[config.mk]
export PLATFORM = sky130hd
export DESIGN_NAME = serial_bit_tx_flat
export DESIGN_NICKNAME = d
export VERILOG_FILES = /design/src/rtl/serial_link_pkg.sv /design/src/rtl/serial_bit_tx_if.sv /design/src/rtl/bit_period_timer.sv /design/src/rtl/serial_bit_tx.sv /design/src/flat_wrapper.sv
export SDC_FILE = /design/constraint.sdc
export NUM_CORES = 1
export LEC_CHECK = 0
export BUFFER_PORTS_ARGS = -buffer_cell sky130_fd_sc_hd__buf_2
export CAP_MARGIN = 20
export CORE_UTILIZATION = 54
export DETAILED_ROUTE_END_ITERATION = 10
export PLACE_DENSITY = 0.79
export SETUP_SLACK_MARGIN = 0.3
export SLEW_MARGIN = 25
export SYNTH_ARGS = -nofsm -noshare
export SYNTH_HDL_FRONTEND = slang
export SYNTH_SLANG_ARGS = --single-unit
[constraint.sdc]
create_clock -name clk -period 1.95 [get_ports clk]
set_input_delay 0.585 -clock clk [delete_from_list [all_inputs] [get_ports clk]]
set_output_delay 0.585 -clock clk [all_outputs]
set_load 0.1 [all_outputs]
[src/rtl/serial_link_pkg.sv]
// Shared definitions for the single-bit serial link (transmit and receive ends).
package serial_link_pkg;

    typedef enum logic [2:0] {
        IDLE,
        START,
        DATA,
        PARITY,
        STOP
    } tx_state_t;

    localparam logic LINE_IDLE = 1'b1;
    localparam logic START_BIT = 1'b0;
    localparam logic STOP_BIT  = 1'b1;

endpackage

[src/rtl/serial_bit_tx_if.sv]
// Valid/ready payload handshake between a producer and the serial transmitter.
interface serial_bit_tx_if #(
    parameter int unsigned DATA_BITS = 8
) ();

    logic [DATA_BITS-1:0] tx_data;
    logic                 tx_valid;
    logic                 tx_ready;

    modport master (
        output tx_data,
        output tx_valid,
        input  tx_ready
    );

    modport slave (
        input  tx_data,
        input  tx_valid,
        output tx_ready
    );

endinterface

[src/rtl/bit_period_timer.sv]
// Loadable down-counter marking the last cycle of each serial bit period.
module bit_period_timer #(
    parameter int unsigned CLKS_PER_BIT = 4
) (
    input  logic clk,
    input  logic rst,
    input  logic restart,
    output logic period_end
);

    localparam int unsigned CntW = $clog2(CLKS_PER_BIT) + 1;
    localparam logic [CntW-1:0] Reload = CntW'(CLKS_PER_BIT - 1);

    logic [CntW-1:0] cnt_q, cnt_d;

    // Reloading at zero keeps consecutive periods seamless; restart aligns a new frame.
    always_comb begin
        cnt_d = cnt_q;
        if (restart || (cnt_q == '0)) begin
            cnt_d = Reload;
        end else begin
            cnt_d = cnt_q - CntW'(1);
        end
    end

    always_ff @(posedge clk) begin
        if (rst) begin
            cnt_q <= '0;
        end else begin
            cnt_q <= cnt_d;
        end
    end

    assign period_end = (cnt_q == '0);

endmodule

[src/rtl/serial_bit_tx.sv]
// UART-style frame transmitter: start, LSB-first data, optional even parity, stop.
module serial_bit_tx #(
    parameter int unsigned CLKS_PER_BIT = 4,
    parameter int unsigned DATA_BITS    = 8,
    parameter int unsigned PARITY_EN    = 0
) (
    input  logic             clk,
    input  logic             rst,
    serial_bit_tx_if.slave   tx,
    output logic             tx_out,
    output logic             busy,
    output logic             frame_done
);

    import serial_link_pkg::*;

    localparam int unsigned IdxW = $clog2(DATA_BITS) + 1;
    localparam logic [IdxW-1:0] LastIdx = IdxW'(DATA_BITS - 1);

    tx_state_t            state_q, state_d;
    logic [DATA_BITS-1:0] shift_q, shift_d;
    logic [IdxW-1:0]      idx_q, idx_d;
    logic                 parity_q, parity_d;
    logic                 tx_out_q, tx_out_d;
    logic                 ready_q, ready_d;
    logic                 busy_q, busy_d;
    logic                 done_q, done_d;
    logic                 accept;
    logic                 period_end;

    assign accept = tx.tx_valid && ready_q;

    bit_period_timer #(
        .CLKS_PER_BIT(CLKS_PER_BIT)
    ) u_timer (
        .clk        (clk),
        .rst        (rst),
        .restart    (accept),
        .period_end (period_end)
    );

    always_comb begin
        state_d  = state_q;
        shift_d  = shift_q;
        idx_d    = idx_q;
        parity_d = parity_q;
        done_d   = 1'b0;

        case (state_q)
            IDLE: begin
                if (accept) begin
                    state_d  = START;
                    shift_d  = tx.tx_data;
                    parity_d = ^tx.tx_data;
                    idx_d    = '0;
                end
            end
            START: begin
                if (period_end) state_d = DATA;
            end
            DATA: begin
                if (period_end) begin
                    shift_d = shift_q >> 1;
                    if (idx_q == LastIdx) begin
                        state_d = (PARITY_EN != 0) ? PARITY : STOP;
                    end else begin
                        idx_d = idx_q + IdxW'(1);
                    end
                end
            end
            PARITY: begin
                if (period_end) state_d = STOP;
            end
            STOP: begin
                if (period_end) begin
                    state_d = IDLE;
                    done_d  = 1'b1;
                end
            end
            default: state_d = IDLE;
        endcase

        // Outputs are decoded from the next state so the registered copies line up with state_q.
        case (state_d)
            START:   tx_out_d = START_BIT;
            DATA:    tx_out_d = shift_d[0];
            PARITY:  tx_out_d = parity_d;
            STOP:    tx_out_d = STOP_BIT;
            default: tx_out_d = LINE_IDLE;
        endcase
        busy_d  = (state_d != IDLE);
        ready_d = (state_d == IDLE);
    end

    always_ff @(posedge clk) begin
        if (rst) begin
            state_q  <= IDLE;
            shift_q  <= '0;
            idx_q    <= '0;
            parity_q <= 1'b0;
            tx_out_q <= LINE_IDLE;
            ready_q  <= 1'b1;
            busy_q   <= 1'b0;
            done_q   <= 1'b0;
        end else begin
            state_q  <= state_d;
            shift_q  <= shift_d;
            idx_q    <= idx_d;
            parity_q <= parity_d;
            tx_out_q <= tx_out_d;
            ready_q  <= ready_d;
            busy_q   <= busy_d;
            done_q   <= done_d;
        end
    end

    assign tx.tx_ready = ready_q;
    assign tx_out      = tx_out_q;
    assign busy        = busy_q;
    assign frame_done  = done_q;

endmodule
[src/flat_wrapper.sv]
// flat-port wrapper written by rule: the top's interface ports become plain ports
module serial_bit_tx_flat import serial_link_pkg::*;
#(
    parameter int unsigned CLKS_PER_BIT = 4,
    parameter int unsigned DATA_BITS    = 8,
    parameter int unsigned PARITY_EN    = 0
)
  (clk, rst, tx_out, busy, frame_done, tx_tx_data, tx_tx_valid, tx_tx_ready);
  serial_bit_tx_if #(.DATA_BITS(DATA_BITS)) tx_i ();
  input  logic clk;
  input  logic rst;
  output logic tx_out;
  output logic busy;
  output logic frame_done;
  input wire logic [$bits(tx_i.tx_data)-1:0] tx_tx_data;
  input wire logic [$bits(tx_i.tx_valid)-1:0] tx_tx_valid;
  output wire logic [$bits(tx_i.tx_ready)-1:0] tx_tx_ready;
  assign tx_i.tx_data = tx_tx_data;
  assign tx_i.tx_valid = tx_tx_valid;
  assign tx_tx_ready = tx_i.tx_ready;
  serial_bit_tx #(.CLKS_PER_BIT(CLKS_PER_BIT), .DATA_BITS(DATA_BITS), .PARITY_EN(PARITY_EN)) u_core (.clk(clk), .rst(rst), .tx(tx_i), .tx_out(tx_out), .busy(busy), .frame_done(frame_done));
endmodule
==> results.ini, run 1 <==
[floorplan]
die_h_um=45.83
die_area_um2=2100
core_area_um2=1764
io_pins=15
initial_core_util_pct=58.79
rows=15
die_w_um=45.83

[critical_path]
r2r_setup_slack_ns=0.28
startpoint_type=flip-flop
worst-endpoint-required_ns=2.19
r2r_cells=6
r2r-start=u_core.idx_q[0]
worstPathArrival_ns=1.91
worstReg2RegEnd=u_core.tx_out
worstSetupPathType=reg -> reg
crit_fanout=4
end_kind=flip-flop

[layout]
final_common_cell=dfxtp_1
layout.nets=144
mostFrequentLayoutCells=19 x dfxtp_1, 16 x nor2_1, 10 x buf_2, 8 x xnor2_1
fillCellCount=172
antenna_cells=0
area_delta_synth_final_pct=17.37
drive_above_1_share_pct=27.13

[synth]
synthArstFlopShare_pct=0
yosysWarnings=0
synth_edf_count=0
syn-mean-instance-area_um2=9.345
syn_area_um2=1037
postSynthCellCount=111
yosysUniqueCellTypes=33
ys_dominant_reg_cell=dfxtp_1
ys_seq_area_share_pct=44.39
syn_nets=125
ys_ff_latch=23

[power_and_ir_drop]
p_leak_nw=0.4761
p_per_area_nw_per_um2=872.2
ir_drop_v=0.0005886

[drt]
drc=0
via_per_inst=5.688
ant_nets=0
wire_per_inst_um=14.14
drtIter0Drc=33
vias=876
routed_wl_um=2178
drt_pass1_iterations=4

[clock_network]
cts-buffers-inserted=3
cts.sinks=23
clk_pin_slew_worst_paths_ns=0.12
insertion_delay_ns=0.31
cts-root-buf=clkbuf_4
cts_tree=built
h-tree-depth=1
cts_hold_buffers=0
cts_max_path_buffers=2

[grt]
grt_util_met2_pct=42.00
grt_pass1_vias=842
grt_antenna_before_repair=0
grt_most_used_layer=met2
grt_use_met1_pct=25.12
grt_max_degree=24
grt_pass1_wl_um=3429
gr-usage-met3_pct=3.571
grt_overflow=0
grt.total_usage_pct=22.78

[sta]
rsz0062_at_grt=true
clock.fmax_ghz=0.5973
finalSetupTns_ns=0
slew_headroom_pct=73.08
worst_pin_slew_ns=0.4021
slew_viol_final=0
fin_crit_ns=1.674
hold_ws_ns=0.4513
skew_ns=0.001413
fin_crit_sh_pct=85.85
timing.final.hold_violations=0
setup-violations-final=0

[min_path]
min_path_type=reg -> reg
whs_path_depth=1
hold_path_end=u_core.u_timer.cnt_q[0]
hp-start=u_core.u_timer.cnt_q[0]

[placed_design]
io_buffers=14
dp_hpwl_um=1532
globalplace.congestion=0.7908

[job]
drv_cap=0

[status]
status=completed

==> power by group <==
part | internal (mW) | total (mW) | leakage (nW) | switching, mW
logic | 0.113 | 0.307 | 0.269 | 0.194
registers | 0.510 | 0.535 | 0.189 | 0.0247
clock network | 0.0768 | 0.220 | 0.0177 | 0.143
==> kinds of logic (layout without fill, tap and decap cells) <==
family                   after synthesis  in the layout  share of synthesized area [%]
AND/OR/NAND/NOR                       43             43                          22.32
flip-flops                            23             23                          44.39
buffers and inverters                  9             27                          3.377
adder cells (fa/ha/maj)                3              3                          3.619
AO/OA/AOI/OAI                         22             22                          16.77
multiplexers                           2              2                          1.930
XOR/XNOR                               9              9                          7.600
==> stage by stage <==
| step | utilization, % | cells | instance area, µm² | total power [mW] | worst slack [ns] |
|---|---|---|---|---|---|
| finish | 69.01 | 154 | 1217 | 1.062 | 0.2759 |
| global route | 69.01 | 154 | 1217 | 1.112 | 0.1580 |
| detailed placement | 64.47 | 148 | 1137 | 0.8238 | 0.08342 |
| floorplan | - | 111 | 1041 | 0.7620 | 0.2938 |
| global placement | 64.47 | 148 | 1137 | 0.8123 | 0.1168 |
| CTS | 66.45 | 152 | 1172 | 1.043 | 0.2443 |
==> synth_stat cells, drive strengths merged (2+ instances only) <==
cell type | instances | area, µm²
mux2i | 2 | 20.02
o211ai | 2 | 15.01
nor2b | 4 | 25.02
ha | 3 | 37.54
dfxtp | 23 | 460.4
xnor2 | 8 | 70.07
nand2 | 6 | 22.52
o21ai | 2 | 13.76
a21oi | 3 | 15.01
or3 | 2 | 12.51
nor3 | 3 | 15.01
a31oi | 2 | 12.51
and3b | 4 | 35.03
a222oi | 6 | 60.06
nand3 | 2 | 10.01
clkbuf | 2 | 7.510
inv | 6 | 22.52
nor2 | 16 | 60.06
a211oi | 2 | 15.01
==> sequential cells by signal, indices dropped and copies added, names as in the netlist <==
name / cells
u_core.parity_q: 1
u_core.frame_done: 1
u_core.tx.tx_ready: 1
u_core.shift_q: 8
u_core.busy: 1
u_core.tx_out: 1
u_core.idx_q: 4
u_core.u_timer.cnt_q: 3
u_core.state_q: 3
==> worst max path at each step <==
| stage | startpoint | endpoint | depth (start not counted) |
|---|---|---|---|
| finish | u_core.idx_q[0] | u_core.tx_out | 6 |
| global placement | tx_tx_valid | u_core.tx_out | 6 |
| CTS | u_core.u_timer.cnt_q[0] | u_core.tx_out | 7 |
| detailed placement | tx_tx_valid | u_core.tx_out | 6 |
| global route | u_core.u_timer.cnt_q[0] | u_core.idx_q[2] | 7 |
| floorplan | tx_tx_valid | u_core.tx_out | 5 |
==> metal layers <==
layer	part of all wire, %	vias to the layer above	routed length [µm]
met4	1.9	0	42
met5	0	-	0
met1	42	411	913
met2	52	23	1143
met3	3.5	5	77
li1	-	437	-
==> worst max-delay path, stage by stage, from the launching register on <==
cell and delay (ns):
dfxtp_1 0.35, ha_1 0.23, and3b_1 0.21, o21ai_0 0.26
a32oi_2 0.13, and3b_1 0.20, a211oi_1 0.21
==> cell type report <==
type | instances | area, µm² | share of cell area [%]
inverter | 6 | 22.52 | 1.850
multi-input combinational | 79 | 565.5 | 46.45
clock buffer | 3 | 22.52 | 1.850
tap | 25 | 31.28 | 2.569
sequential | 23 | 467.9 | 38.44
clock inverter | 1 | 5.005 | 0.4111
timing repair buffer | 17 | 102.6 | 8.427
==> repair_timing <==
item | CTS | global route
setup endpoints to repair | 5 | 10
pin swaps | 0 | 6
endpoints found under the hold margin | 0 | 0
resized for setup | 3 | 11
buffers inserted | 0 | 2
(Power assumes the default switching activity.)
==> inputs of run 2 (changes only) <==
--- a/config.mk
+++ b/config.mk
@@ -5,11 +5,12 @@
 export SDC_FILE = /design/constraint.sdc
 export NUM_CORES = 1
 export LEC_CHECK = 0
+export ABC_AREA = 1
 export BUFFER_PORTS_ARGS = -buffer_cell sky130_fd_sc_hd__buf_2
 export CAP_MARGIN = 20
-export CORE_UTILIZATION = 54
+export CORE_UTILIZATION = 56
 export DETAILED_ROUTE_END_ITERATION = 10
-export PLACE_DENSITY = 0.79
+export PLACE_DENSITY = 0.8
 export SETUP_SLACK_MARGIN = 0.3
 export SLEW_MARGIN = 25
 export SYNTH_ARGS = -nofsm -noshare
==> results.ini, run 2 <==
[floorplan]
rows=17  ; was 15
die_area_um2=2518  ; was 2100 µm²
die_w_um=50.18  ; was 45.83 µm
die_h_um=50.18  ; was 45.83 µm
io_pins=15  ; unchanged
initial_core_util_pct=59.34  ; was 58.79%
core_area_um2=2191  ; was 1764 µm²

[grt]
grt_pass1_vias=1043  ; was 842
grt_overflow=0  ; unchanged
grt_antenna_before_repair=0  ; unchanged
grt.total_usage_pct=22.51  ; was 22.78%
grt_max_degree=14  ; was 24
grt_pass1_wl_um=4215  ; was 3429 µm

[synth]
syn_area_um2=1300  ; was 1037 µm²
synth_area_leaders=dfxtp_1 35%, nand2_1 16%, inv_1 6.4%  ; was dfxtp_1 44%, xnor2_1 6.8%, a222oi_1 5.8%
yosysWarnings=0  ; unchanged
synthArstFlopShare_pct=0  ; unchanged
synth_top_area_share_pct=35.42  ; was 44.39%
synth_commonest_cells=57 x nand2_1, 23 x dfxtp_1, 22 x inv_1  ; was 23 x dfxtp_1, 16 x nor2_1, 8 x xnor2_1
ys_ff_latch=23  ; unchanged
yosysTopAreaCell=dfxtp_1  ; unchanged
ys_seq_area_share_pct=35.42  ; was 44.39%
yosysMostFrequentCell=nand2_1  ; was dfxtp_1
syn_nets=195  ; was 125
synth_edf_count=0  ; unchanged
postSynthCellCount=181  ; was 111
yosysUniqueCellTypes=30  ; was 33
syn-mean-instance-area_um2=7.182  ; was 9.345 µm²
ys_dominant_reg_cell=dfxtp_1  ; unchanged

[drt]
drtIter0Drc=11  ; was 33
drc=0  ; unchanged
wire_per_inst_um=10.80  ; was 14.14 µm
drt_pass1_iterations=4  ; unchanged
via_per_inst=5.217  ; was 5.688
routed_wl_um=2440  ; was 2178 µm
ant_nets=0  ; unchanged
vias=1179  ; was 876

[critical_path]
slowest_stage=dfxtp_1  ; unchanged
path_buf_inv=1  ; was 0
worstPathArrival_ns=1.00  ; was 1.91 ns
crit_fanout=1  ; was 4
startpoint_type=flip-flop  ; unchanged
slowest_delay_ns=0.35  ; about the same
worstSetupPathType=reg -> out  ; was reg -> reg
end_kind=output port  ; was flip-flop
path_cells=clkbuf_4  ; was ha_1 -> and3b_1 -> o21ai_0 -> a32oi_2 -> and3b_1 -> a211oi_1
cp_top_family=flip-flops  ; was compound AO/OA/AOI/OAI gates
worst-endpoint-required_ns=1.36  ; was 2.19 ns

[clock_network]
cts.sinks=23  ; unchanged
cts_hold_buffers=0  ; unchanged
clk_pin_slew_worst_paths_ns=0.12  ; about the same
cts-buffers-inserted=3  ; unchanged
postCtsSetupBuffers=0  ; unchanged
insertion_delay_ns=0.31  ; about the same
cts_tree=built  ; unchanged
h-tree-depth=1  ; unchanged
cts_max_path_buffers=2  ; unchanged
cts-root-buf=clkbuf_4  ; unchanged

[layout]
largest_register_ffs=8  ; unchanged
largest_register=u_core.shift_q  ; unchanged
drive_above_1_share_pct=24.75  ; was 27.13%
antenna_cells=0  ; unchanged
mostFrequentLayoutCells=57 x nand2_1, 22 x inv_1, 22 x dfxtp_1, 10 x nor2_1, 10 x buf_2  ; was 19 x dfxtp_1, 16 x nor2_1, 10 x buf_2, 8 x xnor2_1
register_area_um2=461.7  ; was 467.9 µm²
final_common_cell=nand2_1  ; was dfxtp_1
multi_input_area_um2=703.2  ; was 565.5 µm²
fillCellCount=211  ; was 172
layout.nets=213  ; was 144
fin_area_um2=1434  ; was 1217 µm²
top_regs=u_core.shift_q (8), u_core.idx_q (4)  ; unchanged
area_delta_synth_final_pct=10.30  ; was 17.37%
finish.utilization_pct=65.45  ; was 69.01%

[min_path]
min_path_type=reg -> reg  ; unchanged

[sta]
hold_ws_ns=0.4802  ; was 0.4513 ns
clock.fmax_ghz=0.6318  ; was 0.5973 GHz
fin_crit_sh_pct=81.16  ; was 85.85%
worst_pin_slew_ns=0.3636  ; was 0.4021 ns
timing.final.hold_violations=0  ; unchanged
rsz0062_at_grt=false  ; was true
slew_headroom_pct=75.73  ; was 73.08%
slew_viol_final=0  ; unchanged
setup-violations-final=0  ; unchanged
finalSetupTns_ns=0  ; unchanged
skew_ns=0.001392  ; was 0.001413 ns
fin_crit_ns=1.583  ; was 1.674 ns

[placed_design]
globalplace.congestion=0.8465  ; was 0.7908
dp_hpwl_um=1899  ; was 1532 µm
dpl_cell_area_um2=1396  ; was 1137 µm²
io_buffers=14  ; unchanged

[status]
status=completed  ; unchanged

[power_and_ir_drop]
p_per_area_nw_per_um2=1038  ; was 872.2 nW/µm²
p_leak_nw=0.7297  ; was 0.4761 nW
fin_total_pwr_mw=1.489  ; was 1.062 mW
ir_drop_v=0.0006805  ; was 0.0005886 V

[job]
drv_cap=0  ; unchanged

[run 2: power breakdown]
part	switching [mW]	total, mW	internal, mW
Clock	0.140	0.217	0.0767
Combinational	0.479	0.665	0.186
Sequential	0.0520	0.607	0.555
[run 2: repair_timing]
item,in CTS,in global routing
setup endpoints to repair,3,1
resized for setup,3,1
gates cloned,0,0
[run 2: logic make-up after synthesis]
family                     share of synthesized area [%]
AOI/OAI and AO/OA                                  14.25
xor gates and xnor gates                          0.6738
adders and majority gates                          2.888
buffers and inverters                              10.49
DFF                                                35.42
and+or+nand+nor                                    36.29
[run 2: area by class of cell]
cell class,instances,share of cell area [%]
clock buffer,3,1.571
multi-input combinational,126,49.04
timing repair buffer,15,6.108
sequential,23,32.20
clock inverter,1,0.3490
inverter,30,8.290
tap,28,2.443
[run 2: path summary, 6_finish.rpt]
path,start,to,slack [ns],cells past startpoint
setup / recovery,u_core.busy,busy,0.37,1
hold reg to reg,u_core.shift_q[3],u_core.shift_q[3],0.48,2
setup reg to reg,u_core.u_timer.cnt_q[0],u_core.busy,0.49,10
hold / removal,u_core.shift_q[3],u_core.shift_q[3],0.48,2
[run 2: metal layers]
metal  up-vias  GRT usage (%)  wire (µm)  share of wire (%)
met5         -              0          0                  0
met4         0          12.86         53                2.2
met3         4          1.818         48                2.0
met2        18          42.44       1266                 52
met1       548          24.06       1071                 44
li1        609              -          -                  -
[run 2: metrics by stage]
stage                     cells  worst slack (ns)
after global placement      222            0.4141
final                       226            0.3673
after CTS                   226            0.3012
after global routing        226            0.3119
after detailed placement    222            0.3786
after floorplan             181            0.4560
==> inputs of run 3 (changes only) <==
==> constraint.sdc (replaced) <==
create_clock -name clk -period 1.65 [get_ports clk]
set_input_delay 0.495 -clock clk [delete_from_list [all_inputs] [get_ports clk]]
set_output_delay 0.495 -clock clk [all_outputs]
set_load 0.1 [all_outputs]
==> results.ini, run 3 (synthesis gave the netlist of run 2 again) <==
[drt]
wire_per_inst_um=13.19  ; was 10.80 µm
vias=1236  ; was 1179
drc=0  ; unchanged
routed_wl_um=3073  ; was 2440 µm
drt_pass1_iterations=4  ; unchanged
drtIter0Drc=36  ; was 11
ant_nets=0  ; unchanged
via_per_inst=5.305  ; was 5.217

[placed_design]
post-place-cells=222  ; unchanged
io_buffers=14  ; unchanged
dpl_cell_area_um2=1403  ; was 1396 µm²
dp_hpwl_um=2012  ; was 1899 µm
post-place-ws_ns=0.1283  ; was 0.3786 ns
globalplace.congestion=0.8550  ; was 0.8465

[critical_path]
crit_fanout=2  ; was 1
worstPathArrival_ns=0.87  ; was 1.00 ns
path_cells=buf_12  ; was clkbuf_4
worst-path-stages=1  ; unchanged
cp_top_family=flip-flops  ; unchanged
worstSetupPathType=reg -> out  ; unchanged
slowest_delay_ns=0.39  ; was 0.35 ns
slowest_stage=dfxtp_4  ; was dfxtp_1
worst-endpoint-required_ns=1.15  ; was 1.36 ns
path_buf_inv=1  ; unchanged
end_kind=output port  ; unchanged
startpoint_type=flip-flop  ; unchanged
r2r_cells=7  ; was 10

[clock_network]
cts-root-buf=clkbuf_4  ; unchanged
cts_max_path_buffers=2  ; unchanged
cts_hold_buffers=0  ; unchanged
insertion_delay_ns=0.31  ; about the same
cts-buffers-inserted=3  ; unchanged
cts.sinks=23  ; unchanged
cts_tree=built  ; unchanged
clk_pin_slew_worst_paths_ns=0.12  ; about the same
h-tree-depth=1  ; unchanged

[power_and_ir_drop]
p_leak_nw=0.7884  ; was 0.7297 nW
ir_drop_v=0.0007963  ; was 0.0006805 V
p_per_area_nw_per_um2=1236  ; was 1038 nW/µm²

[floorplan]
die_area_um2=2518  ; unchanged
rows=17  ; unchanged
die_h_um=50.18  ; unchanged
io_pins=15  ; unchanged
die_w_um=50.18  ; unchanged
core_area_um2=2191  ; unchanged
initial_core_util_pct=59.34  ; unchanged

[grt]
grt_util_met2_pct=47.11  ; was 42.44%
grt_most_used_layer=met2  ; unchanged
grt_overflow=0  ; unchanged
grt_pass1_wl_um=4719  ; was 4215 µm
grt.total_usage_pct=24.97  ; was 22.51%
gr-usage-met3_pct=3.939  ; was 1.818%
grt_use_met1_pct=26.42  ; was 24.06%
grt_max_degree=13  ; was 14
grt_pass1_vias=1176  ; was 1043
grt_antenna_before_repair=0  ; unchanged

[layout]
fin_area_um2=1637  ; was 1434 µm²
largest_register=u_core.shift_q  ; unchanged
instances_no_fill=233  ; was 226
antenna_cells=0  ; unchanged
top_regs=u_core.shift_q (8), u_core.idx_q (4)  ; unchanged
fillCellCount=172  ; was 211
drive_above_1_share_pct=36.59  ; was 24.75%
mostFrequentLayoutCells=54 x nand2_1, 20 x inv_1, 13 x dfxtp_1, 10 x buf_2, 9 x nor2_1  ; was 57 x nand2_1, 22 x inv_1, 22 x dfxtp_1, 10 x nor2_1, 10 x buf_2
largest_register_ffs=8  ; unchanged
area_delta_synth_final_pct=25.89  ; was 10.30%
final_common_cell=nand2_1  ; unchanged
layout.nets=220  ; was 213

[job]
drv_cap=0  ; unchanged

[sta]
fin_crit_ns=1.370
finalSetupTns_ns=0  ; unchanged
slew_headroom_pct=72.82  ; was 75.73%
clock.fmax_ghz=0.7301
slew_viol_final=0  ; unchanged
setup-violations-final=0  ; unchanged
timing.final.hold_violations=0  ; unchanged
worst_pin_slew_ns=0.4046  ; was 0.3636 ns
rsz0062_at_grt=true  ; was false
setup_slack_ns=0.2803  ; was 0.3673 ns
fin_crit_sh_pct=83.01
skew_ns=0.005661  ; was 0.001392 ns

[status]
status=completed  ; unchanged

[min_path]
whs_path_depth=3  ; was 2
min_path_type=in -> reg  ; was reg -> reg

## run 3: through the flow
step | total power [mW] | hold WS [ns] | utilization (%)
6_report | 2.024 | 0.4677 | 74.70
5_1_grt | 2.136 | 0.4757 | 74.70
4_1_cts | 1.905 | 0.4719 | 69.79
3_5_place_dp | 1.513 | 0.4607 | 64.02
3_3_place_gp | 1.479 | 0.4539 | 64.02
2_1_floorplan | 1.378 | 0.4398 | -
## run 3: per-layer routing
| metal | routed length (µm) | vias up |
|---|---|---|
| met1 | 1145 | 575 |
| met4 | 57 | 0 |
| li1 | - | 621 |
| met3 | 120 | 6 |
| met5 | 0 | - |
| met2 | 1750 | 34 |
## run 3: where the power goes
part | internal [mW] | switching, mW
Combinational | 0.365 | 0.638
Clock | 0.0946 | 0.169
Sequential | 0.671 | 0.0865
## run 3: worst paths after layout
kind | from | endpoint | slack (ns)
max | u_core.tx.tx_ready | tx_tx_ready | 0.28
min | tx_tx_data[7] | u_core.shift_q[7] | 0.47
max reg2reg | u_core.state_q[0] | u_core.tx_out | 0.30
min reg2reg | u_core.shift_q[1] | u_core.shift_q[1] | 0.48
## run 3: area by class of cell
class                   count  area [µm²]  area share [%]
repair buffers             22       190.2           11.62
clock buffers               4       26.28           1.606
inverters                  30       128.9           7.875
flip-flops and latches     23       478.0           29.20
well taps                  28       35.03           2.141
multi-input cells         126       778.2           47.55
## run 3: what timing repair did
action                     CTS  global route
pin swaps                    4            10
hold endpoints to repair     0             0
gates resized for setup     25            19
setup buffers                2             5
setup endpoints to repair   13            17
